$ cat src/rtl/instruction_fetch_unit_pkg.sv
// Shared fetch-unit definitions: FSM encoding, fault bit positions and the
// architectural NOP inserted on reset or on a faulted fetch.
package instruction_fetch_unit_pkg;

  typedef enum logic [1:0] {
    FETCH_IDLE = 2'd0,
    FETCH_REQ  = 2'd1,
    FETCH_WAIT = 2'd2
  } fetch_state_e;

  // addi x0, x0, 0
  localparam logic [31:0] ARCH_NOP_INSN = 32'h0000_0013;

  localparam int FAULT_MISALIGNED = 0;
  localparam int FAULT_TIMEOUT    = 1;

  localparam int TIMEOUT_CNT_W = 8;

endpackage

$ cat src/rtl/instruction_fetch_unit_timeout_counter.sv
// Loadable saturating up-counter with clear/enable; tc flags that the count
// equals TC_VALUE.
module fetch_timeout_counter #(
  parameter int unsigned       WIDTH    = 8,
  parameter logic [WIDTH-1:0]  TC_VALUE = '1
) (
  input  logic             clk,
  input  logic             rst,
  input  logic             clr,
  input  logic             en,
  input  logic             load,
  input  logic [WIDTH-1:0] load_val,
  output logic             tc
);

  logic [WIDTH-1:0] count_q;
  logic [WIDTH-1:0] count_d;

  always_comb begin
    count_d = count_q;
    if (clr) begin
      count_d = '0;
    end else if (load) begin
      count_d = load_val;
    end else if (en && (count_q != '1)) begin
      count_d = count_q + 1'b1;
    end
  end

  always_ff @(posedge clk or negedge rst) begin
    if (!rst) begin
      count_q <= '0;
    end else begin
      count_q <= count_d;
    end
  end

  assign tc = (count_q == TC_VALUE);

endmodule

$ cat src/rtl/instruction_fetch_unit.sv
// Fetch front-end: owns the PC, issues one ROM word read per accepted
// fetch-stage pulse and holds the returned word for the later stages.
module instruction_fetch_unit
  import instruction_fetch_unit_pkg::*;
#(
  parameter int unsigned       XLEN           = 32,
  parameter logic [XLEN-1:0]   RESET_PC       = '0,
  parameter int unsigned       TIMEOUT_CYCLES = 15,
  parameter logic [XLEN-1:0]   NOP_INSN       = ARCH_NOP_INSN
) (
  input  logic            clk,
  input  logic            rst,
  input  logic            i_fetch_start,
  input  logic            i_pc_load,
  input  logic [XLEN-1:0] i_pc_next,
  output logic            o_mem_req,
  output logic [XLEN-1:0] o_mem_addr,
  input  logic            i_mem_ready,
  input  logic [XLEN-1:0] i_mem_rdata,
  output logic [XLEN-1:0] o_instruction,
  output logic [XLEN-1:0] o_pc,
  output logic            o_valid,
  output logic            o_busy,
  output logic [1:0]      o_fault,
  output fetch_state_e    o_dbg_state
);

  fetch_state_e    state_q, state_d;
  logic [XLEN-1:0] pc_q, pc_d;
  logic [XLEN-1:0] insn_q, insn_d;
  logic [XLEN-1:0] pend_pc_q, pend_pc_d;
  logic [XLEN-1:0] fetch_pc;
  logic [1:0]      fault_q, fault_d;
  logic            valid_q, valid_d;
  logic            mem_req_q, mem_req_d;
  logic            pend_q, pend_d;
  logic            cnt_clr, cnt_en, cnt_tc, done;

  // WAIT cycle k sees count k-1, so tc on count TIMEOUT_CYCLES-1 bounds the
  // wait to exactly TIMEOUT_CYCLES cycles.
  fetch_timeout_counter #(
    .WIDTH    (TIMEOUT_CNT_W),
    .TC_VALUE (TIMEOUT_CNT_W'(TIMEOUT_CYCLES - 1))
  ) u_timeout (
    .clk      (clk),
    .rst      (rst),
    .clr      (cnt_clr),
    .en       (cnt_en),
    .load     (1'b0),
    .load_val ('0),
    .tc       (cnt_tc)
  );

  // Memory handshake: o_mem_req rises the cycle after an accepted start and
  // holds, with o_mem_addr stable, until i_mem_ready is sampled high or the
  // wait times out; a ready in the timeout cycle still delivers its data.
  always_comb begin
    state_d   = state_q;
    pc_d      = pc_q;
    insn_d    = insn_q;
    valid_d   = 1'b0;
    mem_req_d = mem_req_q;
    fault_d   = fault_q;
    pend_d    = pend_q;
    pend_pc_d = pend_pc_q;
    cnt_clr   = 1'b0;
    cnt_en    = 1'b0;
    done      = 1'b0;
    fetch_pc  = i_pc_load ? i_pc_next : pc_q;
    case (state_q)
      FETCH_IDLE: begin
        pc_d = fetch_pc;
        if (i_fetch_start) begin
          fault_d = '0;
          if (fetch_pc[1:0] != 2'b00) begin
            fault_d[FAULT_MISALIGNED] = 1'b1;
            insn_d                    = NOP_INSN;
            valid_d                   = 1'b1;
          end else begin
            state_d   = FETCH_REQ;
            mem_req_d = 1'b1;
          end
        end
      end
      FETCH_REQ: begin
        state_d = FETCH_WAIT;
        cnt_clr = 1'b1;
      end
      FETCH_WAIT: begin
        if (i_mem_ready) begin
          insn_d  = i_mem_rdata;
          valid_d = 1'b1;
          done    = 1'b1;
        end else if (cnt_tc) begin
          fault_d[FAULT_TIMEOUT] = 1'b1;
          insn_d                 = NOP_INSN;
          valid_d                = 1'b1;
          done                   = 1'b1;
        end else begin
          cnt_en = 1'b1;
        end
      end
      default: begin
        state_d   = FETCH_IDLE;
        mem_req_d = 1'b0;
      end
    endcase
    // o_pc is frozen during a fetch; the last load seen while busy lands on
    // the return-to-idle edge.
    if ((state_q != FETCH_IDLE) && i_pc_load) begin
      pend_d    = 1'b1;
      pend_pc_d = i_pc_next;
    end
    if (done) begin
      state_d   = FETCH_IDLE;
      mem_req_d = 1'b0;
      pend_d    = 1'b0;
      if (i_pc_load) begin
        pc_d = i_pc_next;
      end else if (pend_q) begin
        pc_d = pend_pc_q;
      end
    end
  end

  always_ff @(posedge clk or negedge rst) begin
    if (!rst) begin
      state_q   <= FETCH_IDLE;
      pc_q      <= RESET_PC;
      insn_q    <= NOP_INSN;
      valid_q   <= 1'b0;
      mem_req_q <= 1'b0;
      fault_q   <= '0;
      pend_q    <= 1'b0;
      pend_pc_q <= '0;
    end else begin
      state_q   <= state_d;
      pc_q      <= pc_d;
      insn_q    <= insn_d;
      valid_q   <= valid_d;
      mem_req_q <= mem_req_d;
      fault_q   <= fault_d;
      pend_q    <= pend_d;
      pend_pc_q <= pend_pc_d;
    end
  end

  assign o_mem_req     = mem_req_q;
  assign o_mem_addr    = pc_q;
  assign o_instruction = insn_q;
  assign o_pc          = pc_q;
  assign o_valid       = valid_q;
  assign o_busy        = (state_q != FETCH_IDLE);
  assign o_fault       = fault_q;
  assign o_dbg_state   = state_q;

endmodule
$ cat config.mk
export PLATFORM = sky130hd
export DESIGN_NAME = instruction_fetch_unit
export DESIGN_NICKNAME = d
export VERILOG_FILES = /design/src/rtl/instruction_fetch_unit_pkg.sv /design/src/rtl/instruction_fetch_unit_timeout_counter.sv /design/src/rtl/instruction_fetch_unit.sv
export SDC_FILE = /design/constraint.sdc
export NUM_CORES = 1
export LEC_CHECK = 0
export CAP_MARGIN = 15
export CORE_ASPECT_RATIO = 1.1
export CORE_MARGIN = 4
export CORE_UTILIZATION = 30
export CTS_CLUSTER_SIZE = 16
export DETAILED_ROUTE_END_ITERATION = 8
export MAX_ROUTING_LAYER = met4
export PLACE_DENSITY = 0.67
export SLEW_MARGIN = 40
export SYNTH_ARGS = -nofsm -noshare
export SYNTH_HDL_FRONTEND = slang
export SYNTH_SLANG_ARGS = --single-unit
$ cat constraint.sdc
create_clock -name clk -period 4.4 [get_ports clk]
set_input_delay 0.44 -clock clk [delete_from_list [all_inputs] [get_ports clk]]
set_output_delay 0.44 -clock clk [all_outputs]
set_load 0.02 [all_outputs]
# Word-level counts from Yosys, hierarchy flattened
# Index checks and enable logic that the tools add are counted.
# word_totals
register_bits,111
# op_classes
add_sub_neg,1
eq_ne,13
muxes,36
reduce_logical,14
# ops
cell,count
$mux W32,9
$pmux W32 S2,1
$mux W1,16
$mux W8,2
$ne A2 B2 Y1 const B,5
$reduce_bool A2 Y1,5
$ne A3 B3 Y1 const B,3
$add A8 B1 Y8 const B,1
$eq A8 B4 Y1 const B,1
$mux W2,4
$ne A8 B8 Y1 const B,1
$reduce_and A4 Y1,2
$pmux W1 S2,3
$pmux W2 S3,1
$reduce_and A3 Y1,2
$eq A2 B1 Y1 const B,1
$eq A2 B2 Y1 const B,1
$logic_and A1 B1 Y1,2
$logic_not A2 Y1,1
$ne A2 B1 Y1 const B,1
$reduce_and A2 Y1,1
$reduce_or A2 Y1,1

# Logic depth before layout (Yosys ltp)
# depth
depth_word,7
ltp_mapped,8

# Hierarchy
# Synthesis repeated with hierarchy kept, for this count alone.
# hier_totals
hier_cells,406
area_unflattened_um2,5098.6
# by_module_without_submodules
module,n_inst,cells_per_inst,area_per_inst_um2,seq_area_each_um2
instruction_fetch_unit,1,339,4514.3,2581.2
fetch_timeout_counter,1,67,584.3,200.2

# Least setup slack after synthesis
# Ideal clock, no wire load.
# synth_path
path_type,reg-to-reg
from,register u_timeout.count_q[5]
to,register pc_q[10] (netlist: o_mem_addr[10])
t_arrival_ns,1.879
t_required_ns,4.335
path_slack_ns,2.456
path_stages_with_launch,7
period_less_slack_ns,1.944
path_cell_list,dfrtp_1 > or3_1 > buf_2 > or2_4 > a311oi_4 > buf_6 > o221a_2
# synth_between
elab_chain_len,5
# synth_rtl
element,line,rtl
from (decl),instruction_fetch_unit_timeout_counter.sv:16,logic [WIDTH-1:0] count_q;
from (signal assigned),instruction_fetch_unit_timeout_counter.sv:34,count_q <= count_d;
$eq A8 B4 Y1,instruction_fetch_unit_timeout_counter.sv:38,assign tc = (count_q == TC_VALUE);
$mux W1,instruction_fetch_unit.sv:94,end else if (cnt_tc) begin
$mux W1,instruction_fetch_unit.sv:90,if (i_mem_ready) begin
$mux W1,instruction_fetch_unit.sv:70,case (state_q)
$mux W32,instruction_fetch_unit.sv:114,if (done) begin
named net pc_d[10],instruction_fetch_unit.sv:29,"logic [XLEN-1:0] pc_q, pc_d;"
to (signal assigned),instruction_fetch_unit.sv:138,pc_q <= pc_d;
to (decl),instruction_fetch_unit.sv:29,
# The timed path passes the listed nets, and every way through them passes these cells.
# A chain may end at the register's enable or synchronous reset.

# Worst setup path after layout
# layout_path
from,register u_timeout.count_q[0]
to,register pc_q[23] (netlist: o_mem_addr[23])
# Same word-level chain as after synthesis.

==> impl_results.md <==
- Core Rows: 52
- Core area: roughly 18000 sq um
- Synth Register Bits: between 100 and 150
- Fmax: about 0.35 GHz
- Slew of the pin with the lowest slew margin: about 760 ps
- Crit. End Element: register
- Die X-Extent: roughly 140 microns
- Sequential area share after synthesis: around half
- # setup viols final: 0
- Int Pwr: a little over 3 mW
- Die Y: around 150 microns
- Worst Path Arrival: 3180 ps
- Clock sink count: approximately 110
- Initial antenna violation count: 1
- Via count: around 4600
- Logic pwr share: 47.3%
- Worst slack at placement: about 1500 ps
- Post-Syn Instances: 496
- Worst Skew: ~8 ps
- Post-DP HPWL: between 10000 and 15000 microns
- Number of synthesized flops with an enable pin: 0
- Net Count, Synth: 567
- Setup Fix Bufs, Post-CTS: 0
- Pwr dens: between 600 and 700 nW/um^2
- Initial Util: ~30%
- Tot GR Track Use: 15.05%
- Area Overhead vs Synth: 34.51%
- Vias in the first global route: between 4000 and 5000
- Max H-tree Level: 3
- Detailed Route WL: approximately 16000 microns
- Pin count of the biggest net entering global routing: between 70 and 80
- Sw Pwr: just under 2 mW
- Final period utilization: 65.59%
- Setup crit start kind: register
- GRT Residual Overflow: 0
- Antenna-violating nets left: 0
- Layout fillers: around 1700
- Power share of the sequential group: about 37%
- Resize count post-CTS: 0
- Syn_area_per_cell: about 11 sq um
- CP Class: register to register
- Max Cap Viol: 0
- CTS Buf Count: 9
- Fin worst setup slack: roughly 1500 ps
- Sw Ratio: 38.47%
- I/O pin cnt: approximately 170
- Clk pwr share: 16.0%
- Post-synthesis async set-or-reset flop share: 100.0%
- Final Max Tran Viols: 0
- Commonest non-fill, non-tap cell in the layout: clkdlybuf4s50_1
- Critical Path RT: ~4700 ps
- IR drop worst, VDD: between 0.0003 and 0.0004 V
- Tmin final: approximately 2900 ps
- Static Leak: between 3 and 4 nW
- Nets: 678
- HP Class: input port to asynchronous set/reset pin
- Gpl congestion: approximately 0.80
- CTS tree: done
- DRC viols: 0
- Main flop type after synthesis: dfrtp_1
- Status: finished clean
- IO buf count: between 150 and 200
- RSZ-0062 raised after global routing: false
- Vias/cell: approximately 5.3
- CTS root buf: clkbuf_16
- Full die area: about 21000 sq um
- Slew HR: around half
- Clock Path Buffers: 2
- Average wire per standard cell: around 18 microns
- Final Hold Vio Count: 0
- Synth Warn #: 0
- CP max FO: 21
- Layout cells sized above 1: approximately 16%
- CTS clk-pin slew, worst paths: ~70 ps
- Netlist Area Pre-Place: 5605 sq um
- First-pass GRT wire length: between 20000 and 25000 microns
- Skew-Pair Late Insertion Delay: about 350 ps
- Setup TNS: 0 ps
- Synth unique cells: between 50 and 60
- DRT iter0 DRCs: ~260
- Most frequent cells in the layout: clkdlybuf4s50_1, dfrtp_1, nand2b_1, mux2_2, o22ai_1
- First-pass iteration count of the detailed router: 4
- CTS hold repair buffers: 0
[flip-flops by register name, summed over array words and instances (netlist names)]
register and count:
pend_q 1, o_valid 1, o_mem_req 1, o_instruction 32
o_dbg_state 2, o_mem_addr 32, pend_pc_q 32, o_fault 2
u_timeout.count_q 8
[layout make-up]
class | count | area (sq um) | area share (%)
diodes | 1 | 2.502 | 0.03319
flip-flops and latches | 111 | 2785 | 36.94
multi-input cells | 298 | 2372 | 31.46
clock buffers | 12 | 236.5 | 3.136
well taps | 243 | 304.0 | 4.033
clock inverters | 3 | 45.04 | 0.5974
repair buffers | 178 | 1760 | 23.35
inverters | 9 | 33.78 | 0.4481
[per-stage QoR]
step / area [sq um] / utilization, % / hold WS (ps) / cells / total power, mW
6_report: 7540 / 40.95 / 117.7 / 855 / 5.059
3_3_place_gp: 7242 / 39.33 / 470.7 / 839 / 4.195
3_5_place_dp: 7261 / 39.43 / 478.2 / 839 / 4.274
4_1_cts: 7542 / 40.96 / 135.7 / 854 / 5.101
2_1_floorplan: 5605 / - / 144.4 / 496 / 3.358
5_1_grt: 7540 / 40.95 / 169.6 / 855 / 5.343
[layer usage]
metal	vias up	GRT usage [%]	wire (microns)	share of wire, %
met3	10	4.894	1157	7.4
met1	2260	18.24	6865	44
met5	-	-	0	0
met4	0	4.249	110	0.70
li1	2087	-	-	-
met2	200	24.32	7532	48
[kinds of logic after synthesis]
logic type	after synthesis	synth area share (%)
flip-flops	111	49.62
AO/OA/AOI/OAI	150	22.46
adder cells (fa/ha/maj)	2	0.4464
AND/OR/NAND/NOR	109	11.65
multiplexers	37	7.344
buffers and inverters	87	8.482
[worst paths after layout]
check / start / endpoint / slack [ps] / cells after the start
min in group clk: pend_pc_q[20] / pend_pc_q[20] / 500 / 1
hold reg to reg: pend_pc_q[20] / pend_pc_q[20] / 500 / 1
setup reg to reg: u_timeout.count_q[0] / o_mem_addr[23] / 1510 / 7
setup / recovery: u_timeout.count_q[0] / o_mem_addr[23] / 1510 / 7
hold / removal: rst / o_mem_addr[10] / 120 / 1
max in group asynchronous: rst / o_mem_addr[18] / 3350 / 2
[cell usage after synthesis, types with 2 or more instances]
cell,n,area share (%)
buf_4,32,4.3
a21oi_1,2,0.18
o211ai_1,2,0.27
a211oi_1,2,0.27
o221a_2,28,5.6
o22a_1,3,0.47
o41ai_1,3,0.47
mux2i_1,4,0.71
o21bai_1,31,4.2
o22ai_1,32,3.6
nor3_1,7,0.62
buf_2,5,0.45
mux2_2,33,6.6
nor3b_1,2,0.27
buf_1,2,0.13
nand2b_1,34,3.8
o21a_1,2,0.27
nand2_1,10,0.67
or3_1,2,0.22
o221a_1,3,0.60
nor2b_1,2,0.22
buf_6,3,0.60
clkbuf_1,36,2.4
inv_1,9,0.60
nand3_1,2,0.18
nor2_1,8,0.54
dfrtp_1,108,48
a22o_1,29,4.5
dfstp_2,3,1.4
o31a_1,2,0.31
ha_1,2,0.45
o21ai_0,3,0.27
nor4_1,31,3.5
[critical path, stage by stage, from the launching register on]
cell,delay [ps]
dfrtp_1,420
inv_1,70
ha_1,150
nand4b_2,450
or2_4,470
a311oi_4,610
buf_4,390
o221a_2,240
[power by group through the flow]
stage / sequential [mW] / combinational (mW) / clock [mW]
final: 1.86 / 2.39 / 0.810
after global routing: 1.93 / 2.55 / 0.871
after CTS: 1.86 / 2.41 / 0.833
after detailed placement: 1.87 / 2.41 / 0
after global placement: 1.84 / 2.36 / 0
after floorplan: 1.96 / 1.40 / 0
Power figures use the tool's default switching activity.
